==> src/rtl/bus_pkg.sv <==
// Shared types and constants for the two-master bus arbiter and its decoder.
package bus_pkg;

    typedef enum logic [1:0] {
        ST_IDLE,
        ST_ARB,
        ST_BUSY,
        ST_RESP
    } state_t;

    // Slave index doubles as the bit position in the one-hot select.
    typedef enum logic [1:0] {
        SLV_RAM    = 2'd0,
        SLV_STDOUT = 2'd1,
        SLV_STDIN  = 2'd2,
        SLV_LFSR   = 2'd3
    } slave_t;

    localparam int unsigned NUM_SLAVES    = 4;

    localparam int unsigned IO_OFF_STDOUT = 0;
    localparam int unsigned IO_OFF_STDIN  = 4;
    localparam int unsigned IO_OFF_LFSR   = 8;

    function automatic logic [NUM_SLAVES-1:0] slave_onehot(input slave_t s);
        return NUM_SLAVES'(1) << s;
    endfunction

endpackage

==> src/rtl/bus_arbiter_if.sv <==
// Request/response bundle of one bus master (addr/size/valid/write/wdata/rdata/ready/err).
interface bus_arbiter_if #(
    parameter int unsigned AW = 32,
    parameter int unsigned DW = 32
);
    logic [AW-1:0] addr;
    logic [2:0]    size;
    logic          valid;
    logic          write;
    logic [DW-1:0] wdata;
    logic [DW-1:0] rdata;
    logic          ready;
    logic          err;

    modport master (
        output addr, size, valid, write, wdata,
        input  rdata, ready, err
    );

    modport slave (
        input  addr, size, valid, write, wdata,
        output rdata, ready, err
    );
endinterface

==> src/rtl/bus_decode.sv <==
// Combinational address decode: one-hot slave select, mapped flag, slave-local address.
module bus_decode
    import bus_pkg::*;
#(
    parameter int unsigned AW       = 32,
    parameter int unsigned RAM_BASE = 'h1000,
    parameter int unsigned RAM_END  = 'h2000,
    parameter int unsigned IO_BASE  = 'h3000
) (
    input  logic [AW-1:0]         addr,
    output logic [NUM_SLAVES-1:0] sel,
    output logic                  mapped,
    output logic [AW-1:0]         offset
);

    localparam logic [AW-1:0] RAM_LO  = AW'(RAM_BASE);
    localparam logic [AW-1:0] RAM_HI  = AW'(RAM_END);
    localparam logic [AW-1:0] IO_OUT  = AW'(IO_BASE + IO_OFF_STDOUT);
    localparam logic [AW-1:0] IO_IN   = AW'(IO_BASE + IO_OFF_STDIN);
    localparam logic [AW-1:0] IO_LFSR = AW'(IO_BASE + IO_OFF_LFSR);

    // RAM is a half-open window rebased to zero; IO words match exactly and pass through.
    always_comb begin
        sel    = '0;
        mapped = 1'b0;
        offset = addr;
        if (addr >= RAM_LO && addr < RAM_HI) begin
            sel    = slave_onehot(SLV_RAM);
            mapped = 1'b1;
            offset = addr - RAM_LO;
        end else if (addr == IO_OUT) begin
            sel    = slave_onehot(SLV_STDOUT);
            mapped = 1'b1;
        end else if (addr == IO_IN) begin
            sel    = slave_onehot(SLV_STDIN);
            mapped = 1'b1;
        end else if (addr == IO_LFSR) begin
            sel    = slave_onehot(SLV_LFSR);
            mapped = 1'b1;
        end
    end

endmodule

==> src/rtl/bus_arbiter.sv <==
// Two-master round-robin arbiter with slave decode and bus-timeout error response.
module bus_arbiter
    import bus_pkg::*;
#(
    parameter int unsigned AW       = 32,
    parameter int unsigned DW       = 32,
    parameter int unsigned TIMEOUT  = 255,
    parameter int unsigned RAM_BASE = 'h1000,
    parameter int unsigned RAM_END  = 'h2000,
    parameter int unsigned IO_BASE  = 'h3000
) (
    input  logic                  clk,
    input  logic                  rst,
    bus_arbiter_if.slave          m0,
    bus_arbiter_if.slave          m1,
    output logic [AW-1:0]         s_addr,
    output logic [2:0]            s_size,
    output logic                  s_write,
    output logic [DW-1:0]         s_wdata,
    output logic [NUM_SLAVES-1:0] s_sel,
    output logic                  s_valid,
    input  logic [NUM_SLAVES-1:0] s_ready,
    input  logic [DW-1:0]         s_rdata_ram,
    input  logic [DW-1:0]         s_rdata_in,
    input  logic [DW-1:0]         s_rdata_lfsr
);

    localparam logic [7:0] TO_LIMIT = 8'(TIMEOUT);

    state_t                state, state_n;
    logic                  gnt, gnt_n;       // 0 = m0, 1 = m1
    logic                  last, last_n;     // master served most recently
    logic [7:0]            cnt, cnt_n;
    logic                  resp_ready, resp_ready_n;
    logic                  resp_err, resp_err_n;
    logic [DW-1:0]         resp_rdata, resp_rdata_n;
    logic [AW-1:0]         s_addr_n;
    logic [2:0]            s_size_n;
    logic                  s_write_n;
    logic [DW-1:0]         s_wdata_n;
    logic [NUM_SLAVES-1:0] s_sel_n;
    logic                  s_valid_n;

    logic                  pick;
    logic                  any_valid;
    logic [AW-1:0]         req_addr;
    logic [2:0]            req_size;
    logic                  req_write;
    logic [DW-1:0]         req_wdata;
    logic [NUM_SLAVES-1:0] dec_sel;
    logic                  dec_mapped;
    logic [AW-1:0]         dec_offset;
    logic [DW-1:0]         sel_rdata;

    // Round-robin pick: on a tie the master not served last wins.
    always_comb begin
        any_valid = m0.valid | m1.valid;
        if (m0.valid && m1.valid) begin
            pick = ~last;
        end else begin
            pick = m1.valid;
        end
        req_addr  = pick ? m1.addr  : m0.addr;
        req_size  = pick ? m1.size  : m0.size;
        req_write = pick ? m1.write : m0.write;
        req_wdata = pick ? m1.wdata : m0.wdata;
    end

    bus_decode #(
        .AW       (AW),
        .RAM_BASE (RAM_BASE),
        .RAM_END  (RAM_END),
        .IO_BASE  (IO_BASE)
    ) u_decode (
        .addr   (req_addr),
        .sel    (dec_sel),
        .mapped (dec_mapped),
        .offset (dec_offset)
    );

    // Read-data mux for the currently selected slave; stdout has no read path.
    always_comb begin
        sel_rdata = '0;
        if (s_sel[SLV_RAM]) begin
            sel_rdata = s_rdata_ram;
        end else if (s_sel[SLV_STDIN]) begin
            sel_rdata = s_rdata_in;
        end else if (s_sel[SLV_LFSR]) begin
            sel_rdata = s_rdata_lfsr;
        end
    end

    // Next-state and next-register values; all outputs are registered from these.
    always_comb begin
        state_n      = state;
        gnt_n        = gnt;
        last_n       = last;
        cnt_n        = cnt;
        s_addr_n     = s_addr;
        s_size_n     = s_size;
        s_write_n    = s_write;
        s_wdata_n    = s_wdata;
        s_sel_n      = s_sel;
        s_valid_n    = s_valid;
        resp_ready_n = 1'b0;
        resp_err_n   = 1'b0;
        resp_rdata_n = '0;
        unique case (state)
            ST_IDLE: begin
                if (any_valid) begin
                    state_n = ST_ARB;
                end
            end
            ST_ARB: begin
                if (!any_valid) begin
                    state_n = ST_IDLE;
                end else begin
                    gnt_n = pick;
                    if (dec_mapped) begin
                        state_n   = ST_BUSY;
                        s_addr_n  = dec_offset;
                        s_size_n  = req_size;
                        s_write_n = req_write;
                        s_wdata_n = req_wdata;
                        s_sel_n   = dec_sel;
                        s_valid_n = 1'b1;
                        cnt_n     = '0;
                    end else begin
                        state_n      = ST_RESP;
                        resp_ready_n = 1'b1;
                        resp_err_n   = 1'b1;
                    end
                end
            end
            ST_BUSY: begin
                // Slave ready is checked first so it wins over a same-cycle timeout.
                if (|(s_ready & s_sel)) begin
                    state_n      = ST_RESP;
                    s_valid_n    = 1'b0;
                    s_sel_n      = '0;
                    resp_ready_n = 1'b1;
                    resp_rdata_n = s_write ? '0 : sel_rdata;
                end else if (cnt == TO_LIMIT) begin
                    state_n      = ST_RESP;
                    s_valid_n    = 1'b0;
                    s_sel_n      = '0;
                    resp_ready_n = 1'b1;
                    resp_err_n   = 1'b1;
                end else begin
                    cnt_n = cnt + 8'd1;
                end
            end
            ST_RESP: begin
                last_n  = gnt;
                state_n = ST_IDLE;
            end
            default: begin
                state_n = ST_IDLE;
            end
        endcase
    end

    // State and output registers with synchronous reset.
    always_ff @(posedge clk) begin
        if (rst) begin
            state      <= ST_IDLE;
            gnt        <= 1'b0;
            last       <= 1'b1;
            cnt        <= '0;
            s_addr     <= '0;
            s_size     <= '0;
            s_write    <= 1'b0;
            s_wdata    <= '0;
            s_sel      <= '0;
            s_valid    <= 1'b0;
            resp_ready <= 1'b0;
            resp_err   <= 1'b0;
            resp_rdata <= '0;
        end else begin
            state      <= state_n;
            gnt        <= gnt_n;
            last       <= last_n;
            cnt        <= cnt_n;
            s_addr     <= s_addr_n;
            s_size     <= s_size_n;
            s_write    <= s_write_n;
            s_wdata    <= s_wdata_n;
            s_sel      <= s_sel_n;
            s_valid    <= s_valid_n;
            resp_ready <= resp_ready_n;
            resp_err   <= resp_err_n;
            resp_rdata <= resp_rdata_n;
        end
    end

    assign m0.ready = resp_ready & ~gnt;
    assign m0.err   = resp_err & ~gnt;
    assign m0.rdata = gnt ? '0 : resp_rdata;
    assign m1.ready = resp_ready & gnt;
    assign m1.err   = resp_err & gnt;
    assign m1.rdata = gnt ? resp_rdata : '0;

endmodule

==> src/flat_wrapper.sv <==
// flat-port wrapper written by rule: the top's interface ports become plain ports
module bus_arbiter_flat import bus_pkg::*;
#(
    parameter int unsigned AW       = 32,
    parameter int unsigned DW       = 32,
    parameter int unsigned TIMEOUT  = 255,
    parameter int unsigned RAM_BASE = 'h1000,
    parameter int unsigned RAM_END  = 'h2000,
    parameter int unsigned IO_BASE  = 'h3000
)
  (clk, rst, s_addr, s_size, s_write, s_wdata, s_sel, s_valid, s_ready, s_rdata_ram, s_rdata_in, s_rdata_lfsr, m0_addr, m0_size, m0_valid, m0_write, m0_wdata, m0_rdata, m0_ready, m0_err, m1_addr, m1_size, m1_valid, m1_write, m1_wdata, m1_rdata, m1_ready, m1_err);
  bus_arbiter_if #(.AW(AW), .DW(DW)) m0_i ();
  bus_arbiter_if #(.AW(AW), .DW(DW)) m1_i ();
  input  logic clk;
  input  logic rst;
  output logic [AW-1:0] s_addr;
  output logic [2:0] s_size;
  output logic s_write;
  output logic [DW-1:0] s_wdata;
  output logic [NUM_SLAVES-1:0] s_sel;
  output logic s_valid;
  input  logic [NUM_SLAVES-1:0] s_ready;
  input  logic [DW-1:0] s_rdata_ram;
  input  logic [DW-1:0] s_rdata_in;
  input  logic [DW-1:0] s_rdata_lfsr;
  input wire logic [$bits(m0_i.addr)-1:0] m0_addr;
  input wire logic [$bits(m0_i.size)-1:0] m0_size;
  input wire logic [$bits(m0_i.valid)-1:0] m0_valid;
  input wire logic [$bits(m0_i.write)-1:0] m0_write;
  input wire logic [$bits(m0_i.wdata)-1:0] m0_wdata;
  output wire logic [$bits(m0_i.rdata)-1:0] m0_rdata;
  output wire logic [$bits(m0_i.ready)-1:0] m0_ready;
  output wire logic [$bits(m0_i.err)-1:0] m0_err;
  input wire logic [$bits(m1_i.addr)-1:0] m1_addr;
  input wire logic [$bits(m1_i.size)-1:0] m1_size;
  input wire logic [$bits(m1_i.valid)-1:0] m1_valid;
  input wire logic [$bits(m1_i.write)-1:0] m1_write;
  input wire logic [$bits(m1_i.wdata)-1:0] m1_wdata;
  output wire logic [$bits(m1_i.rdata)-1:0] m1_rdata;
  output wire logic [$bits(m1_i.ready)-1:0] m1_ready;
  output wire logic [$bits(m1_i.err)-1:0] m1_err;
  assign m0_i.addr = m0_addr;
  assign m0_i.size = m0_size;
  assign m0_i.valid = m0_valid;
  assign m0_i.write = m0_write;
  assign m0_i.wdata = m0_wdata;
  assign m0_rdata = m0_i.rdata;
  assign m0_ready = m0_i.ready;
  assign m0_err = m0_i.err;
  assign m1_i.addr = m1_addr;
  assign m1_i.size = m1_size;
  assign m1_i.valid = m1_valid;
  assign m1_i.write = m1_write;
  assign m1_i.wdata = m1_wdata;
  assign m1_rdata = m1_i.rdata;
  assign m1_ready = m1_i.ready;
  assign m1_err = m1_i.err;
  bus_arbiter #(.AW(AW), .DW(DW), .TIMEOUT(TIMEOUT), .RAM_BASE(RAM_BASE), .RAM_END(RAM_END), .IO_BASE(IO_BASE)) u_core (.clk(clk), .rst(rst), .m0(m0_i), .m1(m1_i), .s_addr(s_addr), .s_size(s_size), .s_write(s_write), .s_wdata(s_wdata), .s_sel(s_sel), .s_valid(s_valid), .s_ready(s_ready), .s_rdata_ram(s_rdata_ram), .s_rdata_in(s_rdata_in), .s_rdata_lfsr(s_rdata_lfsr));
endmodule
==> config.mk <==
export PLATFORM = sky130hd
export DESIGN_NAME = bus_arbiter_flat
export DESIGN_NICKNAME = d
export VERILOG_FILES = /design/src/rtl/bus_pkg.sv /design/src/rtl/bus_arbiter_if.sv /design/src/rtl/bus_decode.sv /design/src/rtl/bus_arbiter.sv /design/src/flat_wrapper.sv
export SDC_FILE = /design/constraint.sdc
export NUM_CORES = 1
export LEC_CHECK = 0
export CAP_MARGIN = 20
export CORE_AREA = 4 4 144 146
export DETAILED_ROUTE_END_ITERATION = 12
export DIE_AREA = 0 0 148 150
export GPL_TIMING_DRIVEN = 0
export PLACE_DENSITY = 0.73
export RECOVER_POWER = 50
export SLEW_MARGIN = 20
export SYNTH_ARGS = -nofsm -noshare
export SYNTH_HDL_FRONTEND = slang
export SYNTH_HIERARCHICAL = 1
export SYNTH_SLANG_ARGS = --single-unit
export TNS_END_PERCENT = 50
==> constraint.sdc <==
create_clock -name clk -period 4.4 [get_ports clk]
set_input_delay 0.44 -clock clk [delete_from_list [all_inputs] [get_ports clk]]
set_output_delay 0.44 -clock clk [all_outputs]
set_load 0.03 [all_outputs]
* Word-level counts from Yosys, hierarchy flattened
Index checks and enable logic that the tools add are counted.
** Word-level totals
- Register bits :: 119
- Bits of input ports :: 240
- Output and inout bits :: 141
- Word-level logic and storage cells :: 98
** Cells by class
- Add/subtract/negate cells :: 2
- $lt $le $gt $ge :: 2
- Equal/unequal tests :: 13
- Mux-type cells :: 47
- Bitwise gates (word level) :: 10
- Reduce and logical (&&, ||, !) cells :: 11
** Operators with widths (number)
- $mux 32 :: 8
- $eq 32x14->1 const B :: 3
- $ge 32x13->1 const B :: 1
- $lt 32x14->1 const B :: 1
- $mux 4 :: 8
- $mux 8 :: 4
- $sub 32x13->32 const B :: 1
- $mux 1 :: 16
- $pmux 8 s2 :: 1
- $add 8x1->8 const B :: 1
- $eq 8x8->1 const B :: 1
- $mux 2 :: 4
- $pmux 2 s4 :: 1
- $pmux 4 s2 :: 1
- $reduce_or 4->1 :: 2
- $ne 2x1->1 const B :: 3
- $pmux 1 s2 :: 3
- $reduce_and 5->1 :: 1
- $and 1x1->1 :: 4
- $and 4x4->4 :: 1
- $eq 2x2->1 const B :: 2
- $ne 2x2->1 const B :: 2
- $not 1->1 :: 4
- $reduce_and 2->1 :: 2
- other kinds (9) :: 10

* Logic depth before layout (Yosys ltp)
Gate-level depths: netlist (run 1).
- Depth in word-level cells :: 11
- Gate-level depth with buffers :: 15
- Depth with buffers taken out :: 11

* Cells and area by module
Netlist (run 1), hierarchy kept.
** Modules (own cells, without submodules)
- bus_arbiter :: instances 1, cells an instance 719, area each 6118.4 µm², sequential area each 2382.3 µm²
- bus_decode :: instances 1, cells an instance 74, area each 560.5 µm², sequential area each 0.0 µm²

* Worst setup path after synthesis (run 1)
OpenSTA, ideal clock, no wires.
- Kind :: in2reg
- Start point :: input port m1_valid
- End point :: register u_core.s_wdata[16]
- Setup time :: 138 ps
- Arrival :: 3249 ps
- Data required time :: 4262 ps
- Setup slack :: 1013 ps
- Stages :: 14
- Path buffers :: 6
- Cell sequence :: a21boi_1 > clkbuf_1 > buf_4 > buf_4 > mux2_2 > nor4_1 > and3_1 > nand2_1 > a31oi_1 > o211a_1 > clkbuf_1 > buf_2 > buf_1 > a211oi_1
** On the way
- Longest elaborated chain between the ends :: 9
- Elaborated cells on any way between the ends :: 16
- Those cells by class :: order compare (2); eq/ne (3); mux (7); bitwise (1); reduce/logical (3)
** Ends and longest elaborated chain
- start: declaration :: line flat_wrapper.sv:36 : input wire logic [$bits(m1_i.valid)-1:0] m1_valid;
- $logic_and 1x1->1 :: line bus_arbiter.sv:58 : if (m0.valid && m1.valid) begin
- $mux 1 * :: line bus_arbiter.sv:58
- $mux 32 * :: line bus_arbiter.sv:63 : req_addr = pick ? m1.addr : m0.addr;
- named net u_core.req_addr[29] :: line bus_arbiter.sv:46 : logic [AW-1:0] req_addr;
- parallel branches: the longest is 4 deep, another holds $ge 32x13->1
- $mux 1 * :: line bus_decode.sv:27 : if (addr >= RAM_LO && addr < RAM_HI) begin
- named net u_core.dec_mapped :: line bus_arbiter.sv:51 : logic dec_mapped;
- $reduce_and 3->1 (no line) *
- end signal: assignment :: line bus_arbiter.sv:187 : s_wdata <= s_wdata_n;
- end: declaration :: line bus_arbiter.sv:19 : output logic [DW-1:0] s_wdata,
Mark *: on every way through the listed nets, which the timed path passes.
A chain may end at the register's enable or synchronous reset.

* Worst setup path after layout (run 1)
- Start point :: input port m1_valid
- End point :: register u_core.s_wdata[8]
The elaborated chain is that of the path after synthesis.

==> results.tsv, run 1 <==
stage	metric	value	unit
outcome	status	finished clean	
clocking	CTS HTree Levels	4	
sta	Slew Limit Fails	0	
routing	total wire length	26.3	mm
worst_setup_path	R2R Setup Slk	710	ps
power	sw power	756	uW
sta	max frequency	245	MHz
grt	first-pass GRT wire length	38.8	mm
sta	Clock Skew	12.4	ps
clocking	root buffer cell	clkbuf_16	
grt	GR Util All Layers	22.5	%
sta	RSZ-0062 raised after global routing	true	
power	Peak VDD IR	0.000250	V
power	Clk pwr share	46.2	%
sta	fin crit share	92.6	%
cells_and_area	n_diodes	0	
min_path	WHS Path Cells	2	
cells_and_area	most common cell after layout, fill and taps aside	clkdlybuf4s50_1	
grt	GRT Residual Overflow	0	
floorplan	die extent in y	150	um
clocking	CTS tree	yes	
cells_and_area	area of the multi-input gates	3910	sq um
synth	syn avg cell area	8.42	sq um
worst_setup_path	Setup CP Type	input port to register	
floorplan	Initial Utilization	34.4	%
power	Power Density	263	nW/um^2
routing	number of vias per cell	4.85	
power	Net Sw Frac	25.2	%
power	Sequential Power Share	36.4	%
grt	vias in the first global route	7087	
routing	remaining antenna violation count	0	
cells_and_area	Final nets	1439	
worst_setup_path	Setup crit start kind	input port	
synth	Synth Instances	793	
synth	synthesized area	6680	sq um
cells_and_area	Reg area	2380	sq um
routing	DRT iter0 DRCs	230	
placed_design	placer congestion estimate	0.848	
run	Max-Cap Viols	0	
power	combinational fraction of design power	17.4	%
clocking	CTS buffer count	17	
sta	Least-Margin Pin Slew	927	ps
routing	Remaining DRCs	0	
clocking	Reg clk slew, reported paths	60	ps
synth	Synth Register Bits	119	
clocking	number of clock sinks	119	
min_path	Hold Path Class	register to register	
routing	TritonRoute pass-1 iters	4	
clocking	hold_buf cts	0	
power	Static Leak	0.00433	uW
floorplan	core area	19400	sq um
cells_and_area	share of cells above drive strength 1	9.64	%
sta	final hold vios	0	
power	Int Pwr	2240	uW
worst_setup_path	critical path required time	4720	ps
synth	synth unique cells	60	
floorplan	full die area	22200	sq um
routing	vias	7119	
placed_design	HPWL after detailed placement	21.4	mm
synth	Mapped Nets	1042	
clocking	post-CTS setup repair buffer count	0	
sta	Final Critical Period	4080	ps
floorplan	row count	51	
cells_and_area	final-layout fill cell count	1758	
synth	Seq/Total Area, Yosys	35.7	%
clocking	Skew-Pair Late Insertion Delay	410	ps
synth	YS warnings	6	
worst_setup_path	CP Max Fanout	10	
worst_setup_path	Setup crit end kind	register	
synth	ys async rst share	0	%
sta	setup_tns	0	ps
cells_and_area	Area growth syn-to-layout	70.9	%
clocking	Clock Path Buffers	2	
placed_design	I/O Buffers	379	
floorplan	Ports	381	
cells_and_area	commonest cells after routing, fill and taps aside	299 x clkdlybuf4s50_1, 119 x dfxtp_1, 103 x nand2_1	
synth	Post-synth EDFFs	0	
sta	Min Hold Slack	450	ps
worst_setup_path	WP data arrival	4400	ps
grt	antenna violations before repair	1	
sta	worst relative slew slack	37.3	%
routing	drt wl/cell	17.9	um
grt	largest net degree at the start of global routing	17	
worst_setup_path	R2R cell count	13	
sta	setup violators final	0	
floorplan	Die W	148	um
synth	Primary FF master, synth	dfxtp_1	
## routing by layer
| layer | wire (um) | share of wire (%) | track usage [%] | vias to the layer above |
|---|---|---|---|---|
| met4 | 677 | 2.6 | 8.22 | 2 |
| li1 | - | - | - | 3551 |
| met3 | 2140 | 8.2 | 6.97 | 38 |
| met1 | 9980 | 38 | 23.7 | 3247 |
| met5 | 13 | 0.049 | 0 | - |
| met2 | 13500 | 51 | 42.0 | 281 |
## per-stage QoR
| step | worst slack, ps | total power (uW) | instance area (sq um) | instances | utilization (%) |
|---|---|---|---|---|---|
| global placement | -711 | 1620 | 10800 | 1437 | 55.7 |
| finish | 324 | 3000 | 11400 | 1468 | 58.8 |
| CTS | 111 | 3010 | 11400 | 1468 | 58.7 |
| global route | -83.0 | 3110 | 11400 | 1468 | 58.8 |
| floorplan | 1010 | 1340 | 6680 | 793 | - |
| detailed placement | -735 | 1620 | 10800 | 1437 | 55.7 |
## cell families (layout without fill, tap and decap cells)
logic type | count (synthesis) | in the layout | synth area share (%)
xor gates and xnor gates | 1 | 1 | 0.131
muxes | 74 | 74 | 11.8
AOI/OAI and AO/OA | 177 | 177 | 18.0
buffers and inverters | 85 | 495 | 6.11
adders and majority gates | 9 | 9 | 1.69
and+or+nand+nor | 328 | 328 | 26.6
DFF | 119 | 119 | 35.7
## cells in the mapped netlist (5+ instances only)
library cell	number	area (sq um)
nor2_1	51	191
nor3b_1	14	105
nand2b_1	7	43.8
o21ai_0	36	180
nor2b_1	37	231
a22oi_1	33	248
o21bai_1	10	75.1
mux2i_1	36	360
nor4_1	5	31.3
buf_4	18	135
nand2_1	103	387
mux2_2	34	383
buf_2	11	55.1
inv_1	8	30.0
dfxtp_1	119	2380
a211oi_1	38	285
or2_1	9	56.3
a21oi_1	35	175
nand4_1	5	31.3
and2_1	68	425
ha_1	9	113
clkbuf_1	45	169
## critical path, cell delays in order
cell             delay [ps]
clkdlybuf4s50_1         580
a21boi_1                180
clkbuf_2                240
buf_4                   250
buf_4                   240
mux2_2                  380
nor4_2                  320
and3_1                  250
nand2_1                 150
a31oi_2                 260
o211a_2                 330
clkbuf_1                430
nor2_1                  100
a211oi_1                240
## registers in the layout, summed over array words and instances (netlist names), named ones only
register / flops
u_core/cnt: 8
u_core/gnt: 1
u_core/last: 1
u_core/resp_err: 1
u_core/resp_rdata: 32
u_core/resp_ready: 1
u_core/s_addr: 32
u_core/s_sel: 4
u_core/s_size: 3
u_core/s_valid: 1
u_core/s_wdata: 32
u_core/s_write: 1
u_core/state: 1
## worst paths after layout
check                                    to                           start
min reg2reg  u_core/s_addr[12]$_SDFFE_PP0P_  u_core/s_addr[12]$_SDFFE_PP0P_
min          u_core/s_addr[12]$_SDFFE_PP0P_  u_core/s_addr[12]$_SDFFE_PP0P_
max          u_core/s_wdata[8]$_SDFFE_PP0P_                        m1_valid
max reg2reg  u_core/s_wdata[8]$_SDFFE_PP0P_        u_core/last$_SDFFE_PP1N_
## what timing repair did
item	in CTS	in global routing
endpoints found under the hold margin	0	0
pin swaps	0	2
gates resized for setup	2	7
gates cloned	0	0
setup endpoints to repair	78	81
## area by class of cell
type / instances / share of cell area [%]
clock buffers: 18 / 3.85
clock inverters: 14 / 1.30
plain buffers: 76 / 3.30
flip-flops and latches: 119 / 20.9
inverters: 8 / 0.263
repair buffers: 379 / 33.2
well taps: 265 / 2.91
multi-input cells: 589 / 34.3
## power groups by stage
stage	Combinational (uW)	Clock (uW)	Sequential, uW
2_1_floorplan	230	0	1110
3_3_place_gp	502	0	1120
3_5_place_dp	508	0	1120
4_1_cts	511	1400	1090
5_1_grt	557	1460	1090
6_report	521	1380	1090
Power figures use the tool's default switching activity.
==> inputs of run 2 (changes only) <==
--- a/config.mk
+++ b/config.mk
@@ -5,10 +5,11 @@
 export SDC_FILE = /design/constraint.sdc
 export NUM_CORES = 1
 export LEC_CHECK = 0
+export ABC_AREA = 1
 export CAP_MARGIN = 20
-export CORE_AREA = 4 4 144 146
+export CORE_AREA = 4 4 145 147
 export DETAILED_ROUTE_END_ITERATION = 12
-export DIE_AREA = 0 0 148 150
+export DIE_AREA = 0 0 149 151
 export GPL_TIMING_DRIVEN = 0
 export PLACE_DENSITY = 0.73
 export RECOVER_POWER = 50
==> run 2 against run 1 <==
Effect of this change:
- sequential cell count did not move
- core utilization fell by 1.3 points
- count of clock-buffer cells in the layout did not move
- non-clock buffer count rose by 3
- first-iteration DRC count rose by 82%
- synthesized cell count rose by 34%
- area after synthesis rose by 1.5%
==> results.tsv, run 2 <==
stage	metric	value	unit	change
grt	largest net degree at the start of global routing	17		unchanged
worst_setup_path	CP max stage delay	490	ps	-90 ps
worst_setup_path	Setup crit end kind	register		
synth	Primary FF master, synth	dfxtp_1		
sta	RSZ-0062 raised after global routing	false		
synth	count leader, synth	nand2_1		
sta	final hold vios	0		unchanged
sta	Least-Margin Pin Slew	607	ps	-321 ps
synth	synthesized area	6780	sq um	+1.5%
synth	top cells by area, synth	dfxtp_1 35%, nand2_1 17%, a21oi_1 11%		
sta	fin worst setup slack	740	ps	+416 ps
routing	vias	8223		+16%
placed_design	placer congestion estimate	0.914		+7.7%
sta	max frequency	273	MHz	+11%
sta	setup_tns	0	ps	unchanged
worst_setup_path	slowest CP cell	clkdlybuf4s50_1		
worst_setup_path	RR Startpoint	u_core/last$_SDFFE_PP1N_		
worst_setup_path	Top cell by count, worst path	nand2_1		
clocking	hold_buf cts	0		unchanged
placed_design	I/O Buffers	379		unchanged
sta	worst relative slew slack	59.1	%	+22 points
worst_setup_path	Setup crit start kind	input port		
synth	Synth Instances	1062		+34%
power	Static Leak	0.00510	uW	+18%
clocking	CTS HTree Levels	4		unchanged
clocking	number of clock sinks	119		unchanged
min_path	Hold Path Class	register to register		
cells_and_area	final-layout fill cell count	1950		+11%
routing	remaining antenna violation count	0		unchanged
worst_setup_path	CP Max Fanout	10		unchanged
routing	number of vias per cell	4.71		-2.8%
floorplan	Initial Utilization	34.1	%	-0.37 points
routing	Remaining DRCs	0		unchanged
synth	Post-synth EDFFs	0		unchanged
worst_setup_path	R2R Setup Slk	950	ps	+240 ps
run	Max-Cap Viols	0		unchanged
floorplan	Die W	149	um	+0.68%
outcome	status	finished clean		
routing	DRT iter0 DRCs	419		+82%
placed_design	HPWL after detailed placement	23.1	mm	+7.9%
clocking	Resize count post-CTS	0		-2
grt	antenna violations before repair	4		+3
floorplan	die extent in y	151	um	+0.67%
floorplan	Ports	381		unchanged
clocking	CTS tree	yes		
worst_setup_path	critical path cell sequence	clkdlybuf4s50_1, nand2_1, nand2_1, buf_2, buf_2, nand2_1, nand2_1, inv_1, ha_1, inv_1, nor2_4, nand2_2, nand2_4, nand4_1, inv_1, nor2_2, nand2_2, inv_2, buf_2, nand3_1, a21oi_1		
worst_setup_path	Setup CP Type	input port to register		
power	Power Density	309	nW/um^2	+17%
floorplan	full die area	22500	sq um	+1.3%
sta	Final Critical Period	3660	ps	-416 ps
synth	Seq/Total Area, Yosys	35.1	%	-0.53 points
sta	Clock Skew	11.9	ps	-0.551 ps
power	Peak VDD IR	0.000266	V	+6.2%
synth	area share of the largest cell type after synthesis	35.1	%	-0.53 points
clocking	CTS buffer count	17		unchanged
synth	Synth Register Bits	119		unchanged
grt	vias in the first global route	7948		+12%
grt	GRT Residual Overflow	0		unchanged
placed_design	DP Worst Slack	289	ps	+1020 ps
synth	synth unique cells	31		-48%
cells_and_area	share of cells above drive strength 1	7.67	%	-2.0 points
floorplan	core area	19900	sq um	+2.6%
min_path	hold path start	u_core/s_addr[6]$_SDFFE_PP0P_		
grt	first-pass GRT wire length	42.4	mm	+9.3%
routing	total wire length	28.7	mm	+9.0%
clocking	root buffer cell	clkbuf_16		
sta	setup violators final	0		unchanged
clocking	Reg clk slew, reported paths	60	ps	about the same
floorplan	row count	52		+2.0%
clocking	post-CTS setup repair buffer count	0		unchanged
synth	Synth area leader	dfxtp_1		
synth	Post-synth top cells	300 x nand2_1, 150 x a21oi_1, 119 x dfxtp_1, 116 x inv_1, 108 x nor2_1		
synth	YS warnings	6		unchanged
min_path	WHS Path Cells	2		unchanged
min_path	hold endpoint	u_core/s_addr[6]$_SDFFE_PP0P_		
cells_and_area	largest registers	u_core/resp_rdata: 32 flops, u_core/s_addr: 32 flops, u_core/s_wdata: 32 flops		
synth	ys async rst share	0	%	unchanged
worst_setup_path	R2R cell count	20		+7
cells_and_area	Area growth syn-to-layout	68.9	%	
routing	drt wl/cell	16.4	um	-8.3%
worst_setup_path	WP data arrival	4000	ps	-400 ps
clocking	Clock Path Buffers	2		unchanged
cells_and_area	most common cell after layout, fill and taps aside	nand2_1		
routing	TritonRoute pass-1 iters	7		+3
cells_and_area	commonest cells after routing, fill and taps aside	300 x nand2_1, 284 x clkdlybuf4s50_1, 150 x a21oi_1		
synth	Mapped Nets	1311		+26%
synth	syn avg cell area	6.38	sq um	-24%
grt	GR Util All Layers	24.1	%	+1.6 points
worst_setup_path	critical path required time	4740	ps	+20 ps
sta	Slew Limit Fails	0		unchanged
worst_setup_path	FF-to-FF End	u_core/s_sel[3]$_SDFFE_PP0P_		
cells_and_area	Final nets	1709		+19%
clocking	Skew-Pair Late Insertion Delay	410	ps	about the same
sta	fin crit share	83.2	%	-9.4 points
-- run 2: cell count changes after synthesis, sizes merged, moves of 11 or more --
cell    before  now
nor2b       37    0
mux2        38    0
clkbuf      45   34
nand2      103  320
inv          8  122
a21oi       36  152
mux2i       36    0
nor3b       14    0
nor2        51  120
a22oi       33    0
buf         32   45
and2        68    0
nand3        4   52
-- run 2: cell type report --
class	count	area, sq um	share of cell area, %
antenna	2	5.00	0.0437
buffer	79	413	3.61
clock buffer	18	439	3.83
clock inverter	14	141	1.23
inverter	123	467	4.08
multi-input combinational	741	3470	30.3
sequential	119	2380	20.8
tap	270	338	2.95
timing repair buffer	379	3790	33.1
-- run 2: logic make-up after synthesis --
kind of cell | Yosys count | synth area share (%)
DFF | 119 | 35.1
and+or+nand+nor | 502 | 31.3
AOI/OAI and AO/OA | 230 | 18.4
adders and majority gates | 9 | 1.66
buffers and inverters | 202 | 13.4
-- run 2: per-layer routing --
metal	vias up	share of wire, %	global-route usage (%)
met5	-	0.084	0
met4	4	2.1	7.60
met3	35	9.4	8.17
met2	345	52	44.7
met1	3685	37	25.8
li1	4154	-	-
-- run 2: stage by stage --
step / power, uW / hold slack (ps) / instances / utilization (%) / cell area, sq um
global route: 3710 / 480 / 1745 / 57.5 / 11500
detailed placement: 2190 / 453 / 1711 / 54.8 / 10900
global placement: 2170 / 449 / 1711 / 54.8 / 10900
floorplan: 1760 / 441 / 1062 / - / 6780
finish: 3530 / 458 / 1745 / 57.5 / 11500
CTS: 3570 / 462 / 1743 / 57.7 / 11500
-- run 2: how the worst max path moves through the flow --
stage / from / endpoint / depth (start not counted)
2_1_floorplan: m0_valid / u_core/s_sel[0]$_SDFFE_PP0P_ / 20
3_3_place_gp: m0_valid / u_core/s_sel[3]$_SDFFE_PP0P_ / 21
3_5_place_dp: m0_valid / u_core/s_sel[3]$_SDFFE_PP0P_ / 21
4_1_cts: m0_valid / u_core/s_sel[3]$_SDFFE_PP0P_ / 21
5_1_grt: m0_valid / u_core/s_sel[3]$_SDFFE_PP0P_ / 21
6_report: m0_valid / u_core/s_sel[3]$_SDFFE_PP0P_ / 21
-- run 2: critical path, delay by kind of cell --
kind	cells	cell delay [ps]
buffers and inverters	8	1810
adders and majority gates	1	220
and+or+nand+nor	11	1350
AOI/OAI and AO/OA	1	160
-- run 2: power breakdown --
group / switching (uW) / internal (uW)
logic: 591 / 425
clock network: 570 / 808
registers: 28.9 / 1110
==> inputs of run 3 (changes only) <==
--- a/config.mk
+++ b/config.mk
@@ -7,11 +7,11 @@
 export LEC_CHECK = 0
 export ABC_AREA = 1
 export CAP_MARGIN = 20
-export CORE_AREA = 4 4 145 147
+export CORE_MARGIN = 4
+export CORE_UTILIZATION = 35
 export DETAILED_ROUTE_END_ITERATION = 12
-export DIE_AREA = 0 0 149 151
 export GPL_TIMING_DRIVEN = 0
-export PLACE_DENSITY = 0.73
+export PLACE_DENSITY = 0.77
 export RECOVER_POWER = 50
 export SLEW_MARGIN = 20
 export SYNTH_ARGS = -nofsm -noshare
==> constraint.sdc (replaced) <==
create_clock -name clk -period 3.15 [get_ports clk]
set_input_delay 0.315 -clock clk [delete_from_list [all_inputs] [get_ports clk]]
set_output_delay 0.315 -clock clk [all_outputs]
set_load 0.03 [all_outputs]
==> run 3 against run 2 <==
Effect of this change:
- clock power increased by 43%
- combinational power increased by 48%
- final cell count decreased by 0.46%
- sequential power increased by 39%
- total power increased by 44%
- setup slack got worse by 530 ps
- worst hold slack got worse by 74 ps
- clock skew decreased by 3.8 ps
- sequential share of layout area decreased by 0.21 points
- largest power group unchanged
- highest routed layer is now met4
==> results.tsv, run 3 (synthesis results as in run 2) <==
stage	metric	value	unit	change
floorplan	Die W	147	um	-1.2%
routing	number of vias per cell	4.76		+1.0%
worst_setup_path	critical path required time	3460	ps	-1280 ps
worst_setup_path	Top cell by count, worst path	nand2_1		
clocking	Clock Path Buffers	2		unchanged
worst_setup_path	CP Depth	23		+9.5%
routing	drt wl/cell	16.1	um	-1.9%
run	Max-Cap Viols	0		unchanged
worst_setup_path	WP buf/inv	7		-1
routing	vias	8267		+0.54%
clocking	CTS HTree Levels	4		unchanged
grt	antenna violations before repair	0		-4
worst_setup_path	RR Startpoint	u_core/state[0]$_SDFFE_PP0P_		
cells_and_area	most common cell after layout, fill and taps aside	nand2_1		
outcome	status	finished clean		
sta	max frequency	341	MHz	
power	Power Density	439	nW/um^2	+42%
floorplan	die extent in y	147	um	-2.5%
floorplan	row count	50		-3.8%
floorplan	core area	18900	sq um	-5.1%
worst_setup_path	CP max stage delay	530	ps	+40 ps
sta	setup_tns	0	ps	unchanged
worst_setup_path	R2R cell count	8		-60%
sta	setup violators final	0		unchanged
clocking	Skew-Pair Late Insertion Delay	420	ps	about the same
worst_setup_path	Setup crit start kind	input port		
worst_setup_path	Setup CP Type	input port to register		
min_path	Hold Path Class	input port to register		
worst_setup_path	critical path cell sequence	clkdlybuf4s50_1, nand2_2, nand2_4, inv_4, clkbuf_4, nand2_1, nand2_1, inv_1, ha_1, inv_1, nor2_4, nand2_2, nand2_4, nand4_1, inv_2, nor2_4, nor2_1, nor2_4, buf_12, nand2_4, nand2_1, nand2_1, nor2_1		
sta	Slew Limit Fails	0		unchanged
clocking	Reg clk slew, reported paths	60	ps	about the same
worst_setup_path	critical path launch point	m0_valid		
placed_design	HPWL after detailed placement	22.5	mm	-2.4%
sta	worst relative slew slack	53.0	%	-6.1 points
worst_setup_path	crit path to	u_core/cnt[7]$_SDFFE_PP0P_		
cells_and_area	commonest cells after routing, fill and taps aside	298 x nand2_1, 284 x clkdlybuf4s50_1, 150 x a21oi_1		
worst_setup_path	Setup crit end kind	register		
worst_setup_path	slowest CP cell	clkdlybuf4s50_1		
clocking	CTS tree	yes		
cells_and_area	share of cells above drive strength 1	8.47	%	+0.80 points
cells_and_area	Area growth syn-to-layout	70.6	%	
routing	TritonRoute pass-1 iters	5		-2
routing	DRT iter0 DRCs	465		+11%
grt	vias in the first global route	7871		-0.97%
clocking	CTS buffer count	17		unchanged
floorplan	Initial Utilization	35.9	%	+1.8 points
cells_and_area	Final nets	1712		+0.18%
grt	largest net degree at the start of global routing	20		+3
sta	final hold vios	0		unchanged
worst_setup_path	WP data arrival	3250	ps	-750 ps
worst_setup_path	CP Max Fanout	10		unchanged
routing	Remaining DRCs	0		unchanged
grt	first-pass GRT wire length	42.1	mm	-0.81%
power	Peak VDD IR	0.000343	V	+29%
grt	GR Util All Layers	24.5	%	+0.36 points
cells_and_area	utilization after layout	61.2	%	+3.7 points
sta	fin crit share	93.2	%	
sta	RSZ-0062 raised after global routing	false		
sta	Least-Margin Pin Slew	698	ps	+91.1 ps
power	Static Leak	0.00516	uW	+1.2%
clocking	number of clock sinks	119		unchanged
clocking	hold_buf cts	0		unchanged
floorplan	Ports	381		unchanged
grt	GRT Residual Overflow	0		unchanged
worst_setup_path	FF-to-FF End	u_core/resp_rdata[4]$_SDFF_PP0_		
placed_design	placer congestion estimate	0.912		-0.21%
sta	Clock Skew	8.08	ps	-3.78 ps
sta	Final Critical Period	2940	ps	
worst_setup_path	Crit path max-delay family	simple AND/OR/NAND/NOR gates		
floorplan	full die area	21700	sq um	-3.7%
placed_design	I/O Buffers	379		unchanged
routing	total wire length	28.0	mm	-2.3%
worst_setup_path	R2R Setup Slk	230	ps	-720 ps
routing	remaining antenna violation count	0		unchanged
clocking	root buffer cell	clkbuf_16		
cells_and_area	largest registers	u_core/resp_rdata: 32 flops, u_core/s_addr: 32 flops, u_core/s_wdata: 32 flops		
-- run 3: tightest hold or removal path, delay by kind of cell --
kind            cells  cell delay (ps)
compound gates      1               40
buf+inv             2              380
-- run 3: metrics by stage --
step	power [uW]	cells	setup WS, ps	hold slack, ps	cell area [sq um]
after floorplan	2460	1062	551	441	6780
after CTS	5040	1735	29.7	355	11500
after global routing	5320	1736	4.68	389	11600
final	5080	1737	214	384	11600
after global placement	3030	1701	-882	449	10900
after detailed placement	3040	1701	-908	454	10900
-- run 3: report_power, final --
part	internal [uW]	total, uW	switching [uW]
combinational	669	1510	843
sequential	1550	1590	42.1
clock	1180	1980	794
total	3400	5080	1680
-- run 3: metal layers --
layer | GRT usage, % | share of wire (%)
met2 | 45.4 | 52
met5 | 0 | 0
met1 | 27.2 | 38
met3 | 6.38 | 7.4
met4 | 7.97 | 2.4
-- run 3: how the worst min path moves through the flow --
stage	from	end	slack, ps	depth (start not counted)
floorplan	u_core/last$_SDFFE_PP1N_	u_core/last$_SDFFE_PP1N_	440	2
global placement	u_core/s_addr[16]$_SDFFE_PP0P_	u_core/s_addr[16]$_SDFFE_PP0P_	450	2
detailed placement	u_core/s_addr[16]$_SDFFE_PP0P_	u_core/s_addr[16]$_SDFFE_PP0P_	450	2
CTS	rst	u_core/resp_rdata[31]$_SDFF_PP0_	350	4
global route	rst	u_core/cnt[3]$_SDFFE_PP0P_	390	3
finish	rst	u_core/cnt[3]$_SDFFE_PP0P_	380	3
-- run 3: what timing repair did --
action | in CTS | in global routing
setup buffers | 3 | 4
endpoints found under the setup margin | 81 | 81
gates resized for setup | 8 | 31
pin swaps | 1 | 2
-- run 3: area by class of cell --
class / instances / area [sq um]
flip-flops and latches: 119 / 2380
clock inverters: 15 / 166
clock buffers: 17 / 425
inverters: 123 / 474
diodes: 1 / 2.50
repair buffers: 386 / 3860
well taps: 260 / 325
plain buffers: 75 / 429
fillers: 1765 / 7320
multi-input cells: 741 / 3510
